--- config.mk ---
export PLATFORM = sky130hd
export DESIGN_NAME = jt1943_dwnld_pack
export DESIGN_NICKNAME = d
export VERILOG_FILES = /design/src/rtl/jt1943_dwnld_pack.sv
export SDC_FILE = /design/constraint.sdc
export NUM_CORES = 1
export LEC_CHECK = 0
export ABC_AREA = 1
export CAP_MARGIN = 20
export CORE_MARGIN = 1.5
export CORE_UTILIZATION = 55
export CTS_CLUSTER_DIAMETER = 30
export CTS_CLUSTER_SIZE = 40
export DETAILED_ROUTE_END_ITERATION = 8
export GPL_TIMING_DRIVEN = 0
export HOLD_SLACK_MARGIN = 0.02
export PLACE_DENSITY = 0.79
export SLEW_MARGIN = 0
export SYNTH_ARGS = -nofsm -noshare
export SYNTH_HDL_FRONTEND = slang
export SYNTH_SLANG_ARGS = --single-unit
--- constraint.sdc ---
create_clock -name clk -period 3.6 [get_ports clk]
set_clock_uncertainty 0.1 [all_clocks]
set_input_delay 0.36 -clock clk [delete_from_list [all_inputs] [get_ports clk]]
set_output_delay 0.36 -clock clk [all_outputs]
set_load 0.02 [all_outputs]
--- src/rtl/jt1943_dwnld_pack.sv ---
// Download packer: buffers ioctl bytes, turns ROM bytes into byte-masked SDRAM
// writes (valid/ack) and PROM bytes into one-hot PROM write pulses.
module jt1943_dwnld_pack #(
  parameter logic [21:0] PROM_START = 22'h50000,
  parameter int          PROM_CNT   = 13,
  parameter int          FIFO_AW    = 2
) (
  input  logic                clk,
  input  logic                rst_n,
  input  logic                downloading,
  input  logic [21:0]         ioctl_addr,
  input  logic [7:0]          ioctl_data,
  input  logic                ioctl_wr,
  output logic [21:0]         prog_addr,
  output logic [7:0]          prog_data,
  output logic [1:0]          prog_mask,
  output logic                prog_we,
  input  logic                prog_ack,
  output logic [PROM_CNT-1:0] prom_we,
  output logic [7:0]          prom_addr,
  output logic [3:0]          prom_data,
  output logic                dwnld_done,
  output logic                rom_ready,
  output logic                overrun
);

  localparam int          DEPTH     = 1 << FIFO_AW;
  localparam logic [21:0] PROM_END  = PROM_START + 22'(PROM_CNT * 256);
  localparam logic [13:0] PROM_PAGE = PROM_START[21:8];

  // prog_we/prog_ack: prog_we rises with a request and holds address, data and
  // mask stable; the request completes on the first cycle prog_ack is high
  // while prog_we is high, and prog_we drops on the following cycle.

  typedef enum logic [1:0] {ST_IDLE, ST_SDRAM, ST_PROM} state_t;

  state_t               state, state_nx;
  logic [FIFO_AW:0]     wr_ptr, rd_ptr;
  logic [30:0]          mem [DEPTH];
  logic [30:0]          head;
  logic                 full, empty, in_range, push, pop, drop;
  logic [13:0]          prom_idx;
  logic [PROM_CNT-1:0]  prom_sel;
  logic                 dl_q, armed, dl_rise, dl_fall;

  // Entry layout: {is_prom, addr[21:0], data[7:0]}
  assign head     = mem[rd_ptr[FIFO_AW-1:0]];
  assign empty    = wr_ptr == rd_ptr;
  assign full     = (wr_ptr ^ rd_ptr) == {1'b1, {FIFO_AW{1'b0}}};
  assign in_range = ioctl_addr < PROM_END;
  // A pop in the same cycle frees a slot, so a full FIFO can still accept.
  assign push     = ioctl_wr && downloading && in_range && (!full || pop);
  assign drop     = ioctl_wr && downloading && in_range && full && !pop;
  assign prom_idx = head[29:16] - PROM_PAGE;
  assign prom_sel = {{(PROM_CNT-1){1'b0}}, 1'b1} << prom_idx;
  assign dl_rise  = downloading && !dl_q;
  assign dl_fall  = !downloading && dl_q;

  always_comb begin
    state_nx = state;
    pop      = 1'b0;
    case (state)
      ST_IDLE: begin
        if (!empty) begin
          pop      = 1'b1;
          state_nx = head[30] ? ST_PROM : ST_SDRAM;
        end
      end
      ST_SDRAM: if (prog_ack) state_nx = ST_IDLE;
      ST_PROM:  state_nx = ST_IDLE;
      default:  state_nx = ST_IDLE;
    endcase
  end

  always_ff @(posedge clk or negedge rst_n) begin
    if (!rst_n) state <= ST_IDLE;
    else        state <= state_nx;
  end

  always_ff @(posedge clk) begin
    if (push) mem[wr_ptr[FIFO_AW-1:0]] <= {ioctl_addr >= PROM_START, ioctl_addr, ioctl_data};
  end

  always_ff @(posedge clk or negedge rst_n) begin
    if (!rst_n) begin
      wr_ptr <= '0;
      rd_ptr <= '0;
    end else begin
      if (push) wr_ptr <= wr_ptr + {{FIFO_AW{1'b0}}, 1'b1};
      if (pop)  rd_ptr <= rd_ptr + {{FIFO_AW{1'b0}}, 1'b1};
    end
  end

  always_ff @(posedge clk or negedge rst_n) begin
    if (!rst_n) begin
      prog_addr <= '0;
      prog_data <= '0;
      prog_mask <= 2'b11;
      prog_we   <= 1'b0;
      prom_we   <= '0;
      prom_addr <= '0;
      prom_data <= '0;
    end else begin
      prom_we <= '0;
      if (pop) begin
        if (head[30]) begin
          prom_we   <= prom_sel;
          prom_addr <= head[15:8];
          prom_data <= head[3:0];
        end else begin
          prog_addr <= {1'b0, head[29:9]};
          prog_data <= head[7:0];
          prog_mask <= head[8] ? 2'b01 : 2'b10;
          prog_we   <= 1'b1;
        end
      end else if (state == ST_SDRAM && prog_ack) begin
        prog_we <= 1'b0;
      end
    end
  end

  // A new download start cancels any pending completion of the previous one.
  always_ff @(posedge clk or negedge rst_n) begin
    if (!rst_n) begin
      dl_q       <= 1'b0;
      armed      <= 1'b0;
      dwnld_done <= 1'b0;
      rom_ready  <= 1'b0;
      overrun    <= 1'b0;
    end else begin
      dl_q       <= downloading;
      dwnld_done <= 1'b0;
      if (dl_rise) begin
        armed     <= 1'b0;
        rom_ready <= 1'b0;
        overrun   <= 1'b0;
      end else if (dl_fall) begin
        armed <= 1'b1;
      end else if (armed && empty && state == ST_IDLE) begin
        dwnld_done <= 1'b1;
        rom_ready  <= 1'b1;
        armed      <= 1'b0;
      end
      if (drop) overrun <= 1'b1;
    end
  end

endmodule

==> metrics.md <==
| Metric | Value |
|---|---|
| Slew HR | `44.22%` |
| Residual DRC | `0` |
| Final Max Slew Viols | `0` |
| Fin crit period | `2.773 ns` |
| Skew-Pair Late Insertion Delay | `0.43 ns` |
| Syn avg cell area | `11.71 um^2` |
| Internal reg-to-reg setup slack | `0.93 ns` |
| Hold WS | `0.3551 ns` |
| Synth Area in Compound Gates | `6.516%` |
| Root buffer cell | `clkbuf_16` |
| Die width | `120.7 um` |
| Mapped Nets | `694` |
| Setup_tns | `0 ns` |
| CTS max path bufs | `2` |
| Multi-input gate area | `1868 um^2` |
| Vias per Instance | `5.520` |
| Total CTS buffers | `17` |
| CP cell instances | `clkdlybuf4s50_1, nor3_1, nand2_1, o21ai_0, nand2_1, nor2_1, inv_2, nor2_4, buf_16` |
| Vias in the first global route | `5165` |
| Hold Path End | `dl_q` |
| Worst-case reg-to-reg path depth | `12` |
| CTS H-tree lvls | `4` |
| Largest family of logic cells by synthesized area | `simple AND/OR/NAND/NOR gates` |
| Layout cells sized above 1 | `10.49%` |
| Crit path max fanout | `20` |
| Layout area overhead | `25.03%` |
| # nets final | `812` |
| IO Pins | `96` |
| Post-Syn Instances | `651` |
| Synth area leader | `edfxtp_1` |
| Area contributors post-synth | `edfxtp_1 49%, dfrtp_1 22%, nand2_1 9.1%, o21ai_0 3.5%, nor2_1 3.3%` |
| Synth Area in Simple Gates | `15.77%` |
| CORE AREA | `13400 um^2` |
| CP Buf/Inv Count | `3` |
| Antenna viol nets, final | `0` |
| Post-DP HPWL | `11300 um` |
| Worst Path Required | `3.64 ns` |
| Fillers | `873` |
| Async SR Flop Fraction | `36.08%` |
| Worst Path Arrival | `2.81 ns` |
| DRT iter0 DRCs | `725` |
| Vias after detailed routing | `5288` |
| Worst path most repeated cell | `nand2_1` |
| Routed length per placed instance | `17.38 um` |
| Seq/Total Area, Yosys | `71.85%` |
| Diode count | `0` |
| Post-Synth XOR/XNOR Area | `0.4595%` |
| Yosys Warn Count | `0` |
| Startpoint Class | `primary input` |
| Post-synthesis adder-cell area fraction | `1.313%` |
| Hold Path Origin | `downloading` |
| Top achievable clock speed | `360.6 MHz` |
| Hold Path Depth | `1` |
| FF+latch area | `5478 um^2` |
| Initial Util | `56.89%` |
| Slowest stage delay, CP | `0.48 ns` |
| Main synth FF type | `edfxtp_1` |
| Mux cell area share after synthesis | `0%` |
| Post-Syn Area | `7624 um^2` |
| Setup Buffers After CTS | `0` |
| Synthesis-stage register bit count | `194` |
| First-pass GRT wire length | `26120 um` |
| Number of port buffers | `94` |
| Status | `completed` |
| Routed wire length | `16650 um` |
| Netlist cell types | `38` |
| CTS tree | `built` |
| GPL Wtd Cong | `0.8615` |
| Initial antenna violation count | `0` |
| Grt ovf | `0` |
| Placed Area | `8900 um^2` |
| Site row count | `42` |
| Crit path kind | `primary input to flip-flop` |
| Post-synth EDFFs | `124` |
| Hold buffer count at CTS | `1` |
| CP endpoint kind | `flip-flop` |
| Critical-path top delay cell | `clkdlybuf4s50_1` |
| Share of the synthesized area in the top cell type | `48.84%` |
| Pre-antenna DRT Iters | `6` |
| Final setup violation count | `0` |
| Fin crit share | `77.03%` |
| CTS clk-pin slew, worst paths | `0.07 ns` |
| DIE AREA | `14580 um^2` |
| Maximum vdd ir drop | `0.5784 mV` |
| Hold Fails Final Rpt | `0` |
| Final core utilization | `71.13%` |
| Critical R2R Capture | `prom_we[12]` |
| Family with the most delay on the worst path | `simple AND/OR/NAND/NOR gates` |
| Dpl cells | `925` |
| Tot GR Track Use | `24.16%` |
| Clock sink count | `194` |
| Pwr/cell area | `838.1 nW/um^2` |
| Die height | `120.7 um` |
| RSZ-0062 raised after global routing | `false` |
| Fin cells | `958` |
| Max Cap Viol | `0` |
| Tightest Pin Transition | `0.8367 ns` |
| Critical R2R Launch | `rd_ptr[0]` |
| Static Leak | `3.812 nW` |
| Fin area | `9532 um^2` |
| Post-CTS Resized | `0` |
| Pin count of the biggest net entering global routing | `71` |
| Worst Hold Class | `primary input to flip-flop` |
[per-layer routing]
metal	wire length (um)	global-route usage, %	share of wire (%)	vias up
met5	0	0	0	-
met4	272	9.853	1.6	0
met3	1303	4.764	7.8	25
met2	8213	39.17	49	264
met1	6862	32.38	41	2560
li1	-	-	-	2439
[cells in the final DEF (no fill, tap or decap), types with 3 or more instances in the layout]
cell type / count
a21oi_1: 4
buf_12: 3
buf_2: 15
buf_4: 4
buf_6: 6
bufinv_16: 3
clkbuf_1: 4
clkbuf_16: 17
clkdlybuf4s50_1: 93
dfrtp_1: 68
edfxtp_1: 124
ha_1: 8
inv_1: 29
inv_2: 5
inv_6: 4
inv_8: 3
nand2_1: 185
nand3_1: 25
nand3_2: 3
nand4_1: 5
nor2_1: 63
nor2_4: 6
o21ai_0: 54
o21ai_1: 3
o22ai_1: 16
xor2_1: 3
[Yosys cell counts (all sizes together), types with 2 or more instances]
master,instances
ha,8
nand3,28
nor2,70
edfxtp,124
or2,2
dfrtp,68
o21ai,57
a21oi,4
inv,34
nor3,2
nand4,5
dfstp,2
a32oi,3
xor2,3
nand2,187
o22ai,16
clkbuf,4
buf,24
[state kept, by name, indices dropped and copies added, names as in the netlist]
| register | flops |
|---|---|
| overrun | 1 |
| rom_ready | 1 |
| prog_addr | 21 |
| dl_q | 1 |
| prom_we | 13 |
| prog_mask | 2 |
| mem | 124 |
| prog_data | 8 |
| prom_data | 4 |
| armed | 1 |
| prom_addr | 8 |
| prog_we | 1 |
| wr_ptr | 3 |
| rd_ptr | 3 |
| state | 2 |
| dwnld_done | 1 |
[power breakdown]
group | leakage [nW] | switching [mW] | internal (mW)
Combinational | 1.52 | 1.99 | 1.12
Clock | 0.297 | 0.850 | 1.12
Sequential | 2.00 | 0.203 | 2.71
[per-stage QoR]
stage	setup WS [ns]	power, mW
6_report	0.8269	7.988
5_1_grt	0.6880	8.393
4_1_cts	0.8758	7.975
3_5_place_dp	0.4197	6.005
3_3_place_gp	-1.259	5.874
2_1_floorplan	0.5173	4.795
[worst max-delay path by stage]
| stage | endpoint | cells after the start | startpoint | slack, ns |
|---|---|---|---|---|
| 6_report | mem[0][14] | 9 | ioctl_addr[14] | 0.83 |
| 5_1_grt | mem[0][7] | 9 | ioctl_addr[14] | 0.69 |
| 4_1_cts | mem[0][7] | 9 | ioctl_addr[14] | 0.88 |
| 3_5_place_dp | mem[0][21] | 9 | ioctl_addr[14] | 0.42 |
| 3_3_place_gp | mem[3][6] | 8 | ioctl_addr[14] | -1.26 |
| 2_1_floorplan | mem[3][0] | 6 | ioctl_addr[21] | 0.52 |
[cells by family after synthesis]
kind of cell	Yosys count
xor+xnor	4
flops	194
compound gates	87
fa+ha+maj	8
other cells	1
simple gates	295
buf+inv	62
[final cells by class]
class                      count  share of cell area, %
buffer                        28                  1.890
tap                          176                  2.310
multi-input combinational    395                  19.60
timing repair buffer          99                  10.87
clock inverter                15                  2.061
clock buffer                  17                  4.463
inverter                      34                  1.339
sequential                   194                  57.47
Note: power is estimated with default switching activity, not from simulation.
